### config.mk
export PLATFORM = sky130hd
export DESIGN_NAME = text_scan_ctrl
export DESIGN_NICKNAME = d
export VERILOG_FILES = /design/src/rtl/text_scan_ctrl.sv
export SDC_FILE = /design/constraint.sdc
export NUM_CORES = 1
export LEC_CHECK = 0
export ABC_CLOCK_PERIOD_IN_PS = 7120
export BUFFER_PORTS_ARGS = -buffer_cell sky130_fd_sc_hd__buf_2
export CAP_MARGIN = 20
export CELL_PAD_IN_SITES_DETAIL_PLACEMENT = 1
export CELL_PAD_IN_SITES_GLOBAL_PLACEMENT = 1
export CORE_MARGIN = 5
export CORE_UTILIZATION = 38
export DETAILED_ROUTE_END_ITERATION = 8
export PLACE_DENSITY_LB_ADDON = 0.05
export SLEW_MARGIN = 25
export SYNTH_ARGS = -nofsm -noshare
export SYNTH_HDL_FRONTEND = slang
export SYNTH_SLANG_ARGS = --single-unit
### constraint.sdc
create_clock -name clk_hdmi_in -period 7.12 [get_ports clk_hdmi_in]
set_clock_uncertainty 0.05 [all_clocks]
set_input_delay 1.424 -clock clk_hdmi_in [delete_from_list [all_inputs] [get_ports clk_hdmi_in]]
set_output_delay 1.424 -clock clk_hdmi_in [all_outputs]
set_load 0.01 [all_outputs]
### src/rtl/text_scan_ctrl.sv
`timescale 1ns/1ps
`default_nettype none
// ============================================================================
// Module   : text_scan_ctrl
// Purpose  : Turns pixel coordinates into text-RAM reads and font-ROM requests.
//            Cursor overlay and blink are built only with TEXT_SCAN_CURSOR_EN.
// Revision : 1.0 - initial release
// ============================================================================
module text_scan_ctrl #(
  parameter int COLS             = 80,
  parameter int ROWS             = 30,
  parameter int TEXT_RAM_LATENCY = 2,
  parameter int BLINK_FRAMES     = 30
) (
  input  logic        clk_hdmi_in,
  input  logic        rst_n_in,
  input  logic        enable_in,
  input  logic        frame_start_in,
  input  logic        active_in,
  input  logic [10:0] hcount_in,
  input  logic [9:0]  vcount_in,
  input  logic [4:0]  scroll_row_in,
  input  logic [6:0]  cursor_col_in,
  input  logic [4:0]  cursor_row_in,
  output logic [11:0] text_addr_out,
  input  logic [15:0] text_data_in,
  output logic        font_valid_out,
  output logic [2:0]  font_x_out,
  output logic [3:0]  font_y_out,
  output logic [7:0]  font_code_point_out,
  output logic [7:0]  font_attribute_out
);

  localparam logic [0:0]  c_st_idle = 1'b0;
  localparam logic [0:0]  c_st_scan = 1'b1;
  localparam int          c_depth   = TEXT_RAM_LATENCY + 1;
  localparam logic [7:0]  c_cols8   = 8'(COLS);
  localparam logic [11:0] c_cols12  = 12'(COLS);
  localparam logic [4:0]  c_rows5   = 5'(ROWS);
  localparam logic [5:0]  c_rows6   = 6'(ROWS);
  localparam logic [6:0]  c_rows7   = 7'(ROWS);

  logic [0:0]  r_state;
  logic [4:0]  r_scroll_q;
  logic [11:0] r_text_addr;
  logic [8:0]  r_dly [c_depth];

  logic [7:0]  w_col;
  logic [5:0]  w_row;
  logic [2:0]  w_x;
  logic [3:0]  w_y;
  logic        w_in_range;
  logic        w_hit;
  logic [6:0]  w_row_sum;
  logic [6:0]  w_prow;
  logic [11:0] w_addr;
  logic [8:0]  w_dly_in;
  logic [8:0]  w_tail;
  logic        w_valid;
  logic [7:0]  w_attr;

  assign w_col = hcount_in[10:3];
  assign w_row = vcount_in[9:4];
  assign w_x   = hcount_in[2:0];
  assign w_y   = vcount_in[3:0];

  // Gate on the state seen by this pixel; requests already queued are untouched.
  assign w_in_range = active_in && (w_col < c_cols8) && (w_row < c_rows6)
                      && (r_state == c_st_scan);

  // Both addends are below ROWS when in range, so one conditional subtract wraps.
  assign w_row_sum = {1'b0, w_row} + {2'b00, r_scroll_q};
  assign w_prow    = (w_row_sum >= c_rows7) ? (w_row_sum - c_rows7) : w_row_sum;
  assign w_addr    = ({5'd0, w_prow} * c_cols12) + {4'd0, w_col};

  always_ff @(posedge clk_hdmi_in or negedge rst_n_in) begin
    if (!rst_n_in) begin
      r_state    <= c_st_idle;
      r_scroll_q <= '0;
    end else if (frame_start_in) begin
      r_state    <= enable_in ? c_st_scan : c_st_idle;
      r_scroll_q <= (scroll_row_in >= c_rows5) ? 5'd0 : scroll_row_in;
    end
  end

  always_ff @(posedge clk_hdmi_in or negedge rst_n_in) begin
    if (!rst_n_in) begin
      r_text_addr <= '0;
    end else begin
      r_text_addr <= w_addr;
    end
  end

  assign text_addr_out = r_text_addr;

`ifdef TEXT_SCAN_CURSOR_EN
  localparam int c_blink_w = (BLINK_FRAMES > 1) ? $clog2(BLINK_FRAMES) : 1;
  localparam logic [c_blink_w-1:0] c_blink_last = c_blink_w'(BLINK_FRAMES - 1);

  logic [c_blink_w-1:0] r_blink_cnt;
  logic                 r_blink_phase;

  always_ff @(posedge clk_hdmi_in or negedge rst_n_in) begin
    if (!rst_n_in) begin
      r_blink_cnt   <= '0;
      r_blink_phase <= 1'b0;
    end else if (frame_start_in) begin
      if (r_blink_cnt == c_blink_last) begin
        r_blink_cnt   <= '0;
        r_blink_phase <= ~r_blink_phase;
      end else begin
        r_blink_cnt <= r_blink_cnt + c_blink_w'(1);
      end
    end
  end

  // Cursor is an underline on the bottom two texel rows of its screen cell.
  assign w_hit = r_blink_phase
                 && (w_col == {1'b0, cursor_col_in})
                 && (w_row == {1'b0, cursor_row_in})
                 && (w_y >= 4'd14);
`else
  logic w_unused_cursor;
  assign w_unused_cursor = ^{cursor_col_in, cursor_row_in};
  assign w_hit           = 1'b0;
`endif

  assign w_dly_in = {w_in_range, w_hit, w_x, w_y};

  // Delay line spans the address register plus the text RAM read latency.
  always_ff @(posedge clk_hdmi_in or negedge rst_n_in) begin
    if (!rst_n_in) begin
      for (int i = 0; i < c_depth; i++) begin
        r_dly[i] <= '0;
      end
    end else begin
      r_dly[0] <= w_dly_in;
      for (int i = 1; i < c_depth; i++) begin
        r_dly[i] <= r_dly[i-1];
      end
    end
  end

  assign w_tail  = r_dly[c_depth-1];
  assign w_valid = w_tail[8];
  assign w_attr  = w_tail[7] ? {text_data_in[11:8], text_data_in[15:12]}
                             : text_data_in[15:8];

  assign font_valid_out      = w_valid;
  assign font_x_out          = w_valid ? w_tail[6:4]       : 3'd0;
  assign font_y_out          = w_valid ? w_tail[3:0]       : 4'd0;
  assign font_code_point_out = w_valid ? text_data_in[7:0] : 8'd0;
  assign font_attribute_out  = w_valid ? w_attr            : 8'd0;

endmodule
`default_nettype wire

==> results.sh <==
export IMPL_critPathLaunchType="input port"
export IMPL_drtIter0Drc=16
export IMPL_peakVddDrop_mv=0.155
export IMPL_yosysMostFrequentCell="dfrtp_1"
export IMPL_leakage_nw=1.40
export IMPL_layout_drive_gt1_share_pct=37.7
export IMPL_cp_max_fo=9
export IMPL_clk_transition_reported_paths_ns=0.07
export IMPL_synth_fp_nets=262
export IMPL_drt_pass1_iter_count=4
export IMPL_rsz0062_at_grt="false"
export IMPL_portBuffers=82
export IMPL_viasPerCell=4.76
export IMPL_drv_slew=0
export IMPL_crit_type="in -> reg"
export IMPL_htree_levels=2
export IMPL_hold_slack_ns=0.302
export IMPL_dieArea_mm2=0.00722
export IMPL_drt_total_wl_mm=4.80
export IMPL_synth_area_leaders="dfrtp_1 (49%), ha_1 (11%), and2_1 (6.7%), xnor2_1 (3.3%), fa_1 (2.8%)"
export IMPL_syn_area_per_cell_um2=11.8
export IMPL_final_area_mm2=0.00271
export IMPL_grt_max_degree=43
export IMPL_startpoint="vcount_in[4]"
export IMPL_p_int_uw=533
export IMPL_hold_buffers=0
export IMPL_num_antenna_cells=0
export IMPL_worstHoldStart="r_dly[14]"
export IMPL_seq_area_frac_synth_pct=49.2
export IMPL_final_nets=348
export IMPL_p_per_area_mw_per_mm2=307
export IMPL_pre_cts_slack_ns=1.46
export IMPL_antenna_found_initial=0
export IMPL_slew_headroom_pct=66.0
export IMPL_dp_hpwl_mm=4.01
export IMPL_cpPeakStageDelay_ns=0.42
export IMPL_first_global_vias=1698
export IMPL_synth_common_cells="dfrtp_1 (42), and2_1 (23), ha_1 (19), o21ai_0 (10), xnor2_1 (8)"
export IMPL_cts_inserted_buffers=5
export IMPL_clk_latency_ns=0.29
export IMPL_p_comb_share_pct=48.5
export IMPL_worstPathRequired_ns=7.28
export IMPL_setup_viol=0
export IMPL_start_util_pct=39.0
export IMPL_fin_ws_ns=1.81
export IMPL_p_total_uw=834
export IMPL_min_period_over_period_pct=74.6
export IMPL_outcome="completed"
export IMPL_worstMarginPinSlew_ns=0.510
export IMPL_synth_top_area_share_pct=49.2
export IMPL_synth_edf_count=0
export IMPL_net_switching_power_uw=301
export IMPL_wl_per_cell_um=14.1
export IMPL_yosysWarnings=0
export IMPL_cts_sinks=42
export IMPL_cts_tree="done"
export IMPL_syn_inst=181
export IMPL_die_w_um=85.0
export IMPL_r2r_start="r_scroll_q[0]"
export IMPL_path_cells="buf_2, ha_1, fa_1, a211oi_2, nor2_2, xor2_2, a311o_4, a31oi_4, xnor2_1, ha_1, ha_1, fa_1, a21o_1, a21oi_1, xor2_1, xnor2_1, xnor2_1"
export IMPL_place_inst=332
export IMPL_holdCritPathClass="reg -> reg"
export IMPL_grt_pass1_wl_mm=8.25
export IMPL_rr_worst_depth=16
export IMPL_synth_ff_type="dfrtp_1"
export IMPL_gr_total_overflow=0
export IMPL_ys_ff_latch=42
export IMPL_ios=95
export IMPL_crit_slowest_cell="fa_1"
export IMPL_worstPathArrival_ns=5.47
export IMPL_finalNonFillerCells=340
export IMPL_cts_root_buf="clkbuf_8"
export IMPL_end_kind="flop"
export IMPL_clockBufferDepth=2
export IMPL_netSwitchingFraction_pct=36.1
export IMPL_coreArea_mm2=0.00547
export IMPL_rows=27
export IMPL_yosysTopAreaCell="dfrtp_1"
export IMPL_cts_setup_buffers=0
export IMPL_synth_async_reset_ratio_pct=100
export IMPL_fmax_ghz=0.188
export IMPL_hold_depth=0
export IMPL_period_minus_slack_ns=5.31
export IMPL_cts_resized=0
export IMPL_grtUsageTotal_pct=14.1
export IMPL_fin_util_pct=49.6
export IMPL_synth_cell_types=35
export IMPL_hold_violations=0
export IMPL_clkPwrFrac_pct=17.4
export IMPL_pwr_share_seq_pct=34.1
export IMPL_tns_ns=0
export IMPL_drtAntennaViolNets=0
export IMPL_synthesis_area_mm2=0.00213
export IMPL_dieHeight_um=85.0
export IMPL_drv_cap=0
export IMPL_areaGrowthSynthToFinish_pct=27.1
export IMPL_gp_congestion=0.766
export IMPL_num_vias=1617
export IMPL_dpl_instance_area_mm2=0.00262
export IMPL_drcViolationCount=0
sequential cells by signal, summed over array words and instances, names as in the netlist:
signal / cells
r_state: 1
text_addr_out: 12
w_tail: 8
r_scroll_q: 5
r_dly: 16
worst max-delay path: cells and delay by family:
family	cells	cell delay (ns)
AND/OR/NAND/NOR	1	0.08
buffers and inverters	1	0.10
AO/OA/AOI/OAI	5	1.02
XOR/XNOR	5	1.25
adder cells (fa/ha/maj)	5	1.60
cell usage in the layout (no fill, tap or decap), drive strengths merged, types with 2 or more instances in the layout:
cell type / synthesis / layout
buf: 0 / 82
dfrtp: 42 / 42
and2: 23 / 23
ha: 19 / 19
o21ai: 12 / 12
xnor2: 8 / 8
nor2: 8 / 8
inv: 7 / 7
a21oi: 7 / 7
nand3: 7 / 7
xor2: 7 / 7
clkbuf: 3 / 6
nand2: 5 / 5
nand4: 5 / 5
nor3b: 3 / 3
o21a: 3 / 3
a21o: 3 / 3
fa: 3 / 3
a31oi: 3 / 3
a211oi: 2 / 2
mux2: 2 / 2
clkinv: 0 / 2
logic make-up after synthesis:
logic type	Yosys count	synth area share, %
simple gates	55	14.9
flops	42	49.2
compound gates	35	12.1
fa+ha+maj	22	14.0
xor+xnor	15	6.86
buf+inv	10	1.76
mux	2	1.23
area by class of cell:
class	instances	area, um^2
fill	645	2760
tap	72	90.1
inverter	7	26.3
clock buffer	6	72.6
clock inverter	2	13.8
timing repair buffer	82	413
sequential	42	1050
multi-input combinational	129	1050
power by group through the flow:
stage	Clock [mW]	Sequential, mW	Combinational [mW]
floorplan	0	0.302	0.298
global placement	0	0.289	0.400
detailed placement	0	0.290	0.410
CTS	0.152	0.285	0.413
global route	0.163	0.289	0.459
finish	0.145	0.285	0.404
metal layers:
layer	share of wire (%)	vias up	GRT usage, %	wire [um]
li1	-	798	-	-
met1	45	756	18.4	2170
met2	46	59	22.9	2200
met3	7.7	4	3.98	370
met4	1.0	0	4.32	48
met5	0	-	0	0
path summary, 6_finish.rpt:
check                                          to  slack [ns]
worst max-delay path            text_addr_out[11]        1.81
worst min-delay path                    w_tail[5]        0.30
worst max register to register  text_addr_out[11]        2.64
worst min register to register          w_tail[5]        0.30
max in group asynchronous               w_tail[2]        5.61
min in group asynchronous       text_addr_out[11]        1.06
No activity file was read; power rests on OpenSTA's default activity.
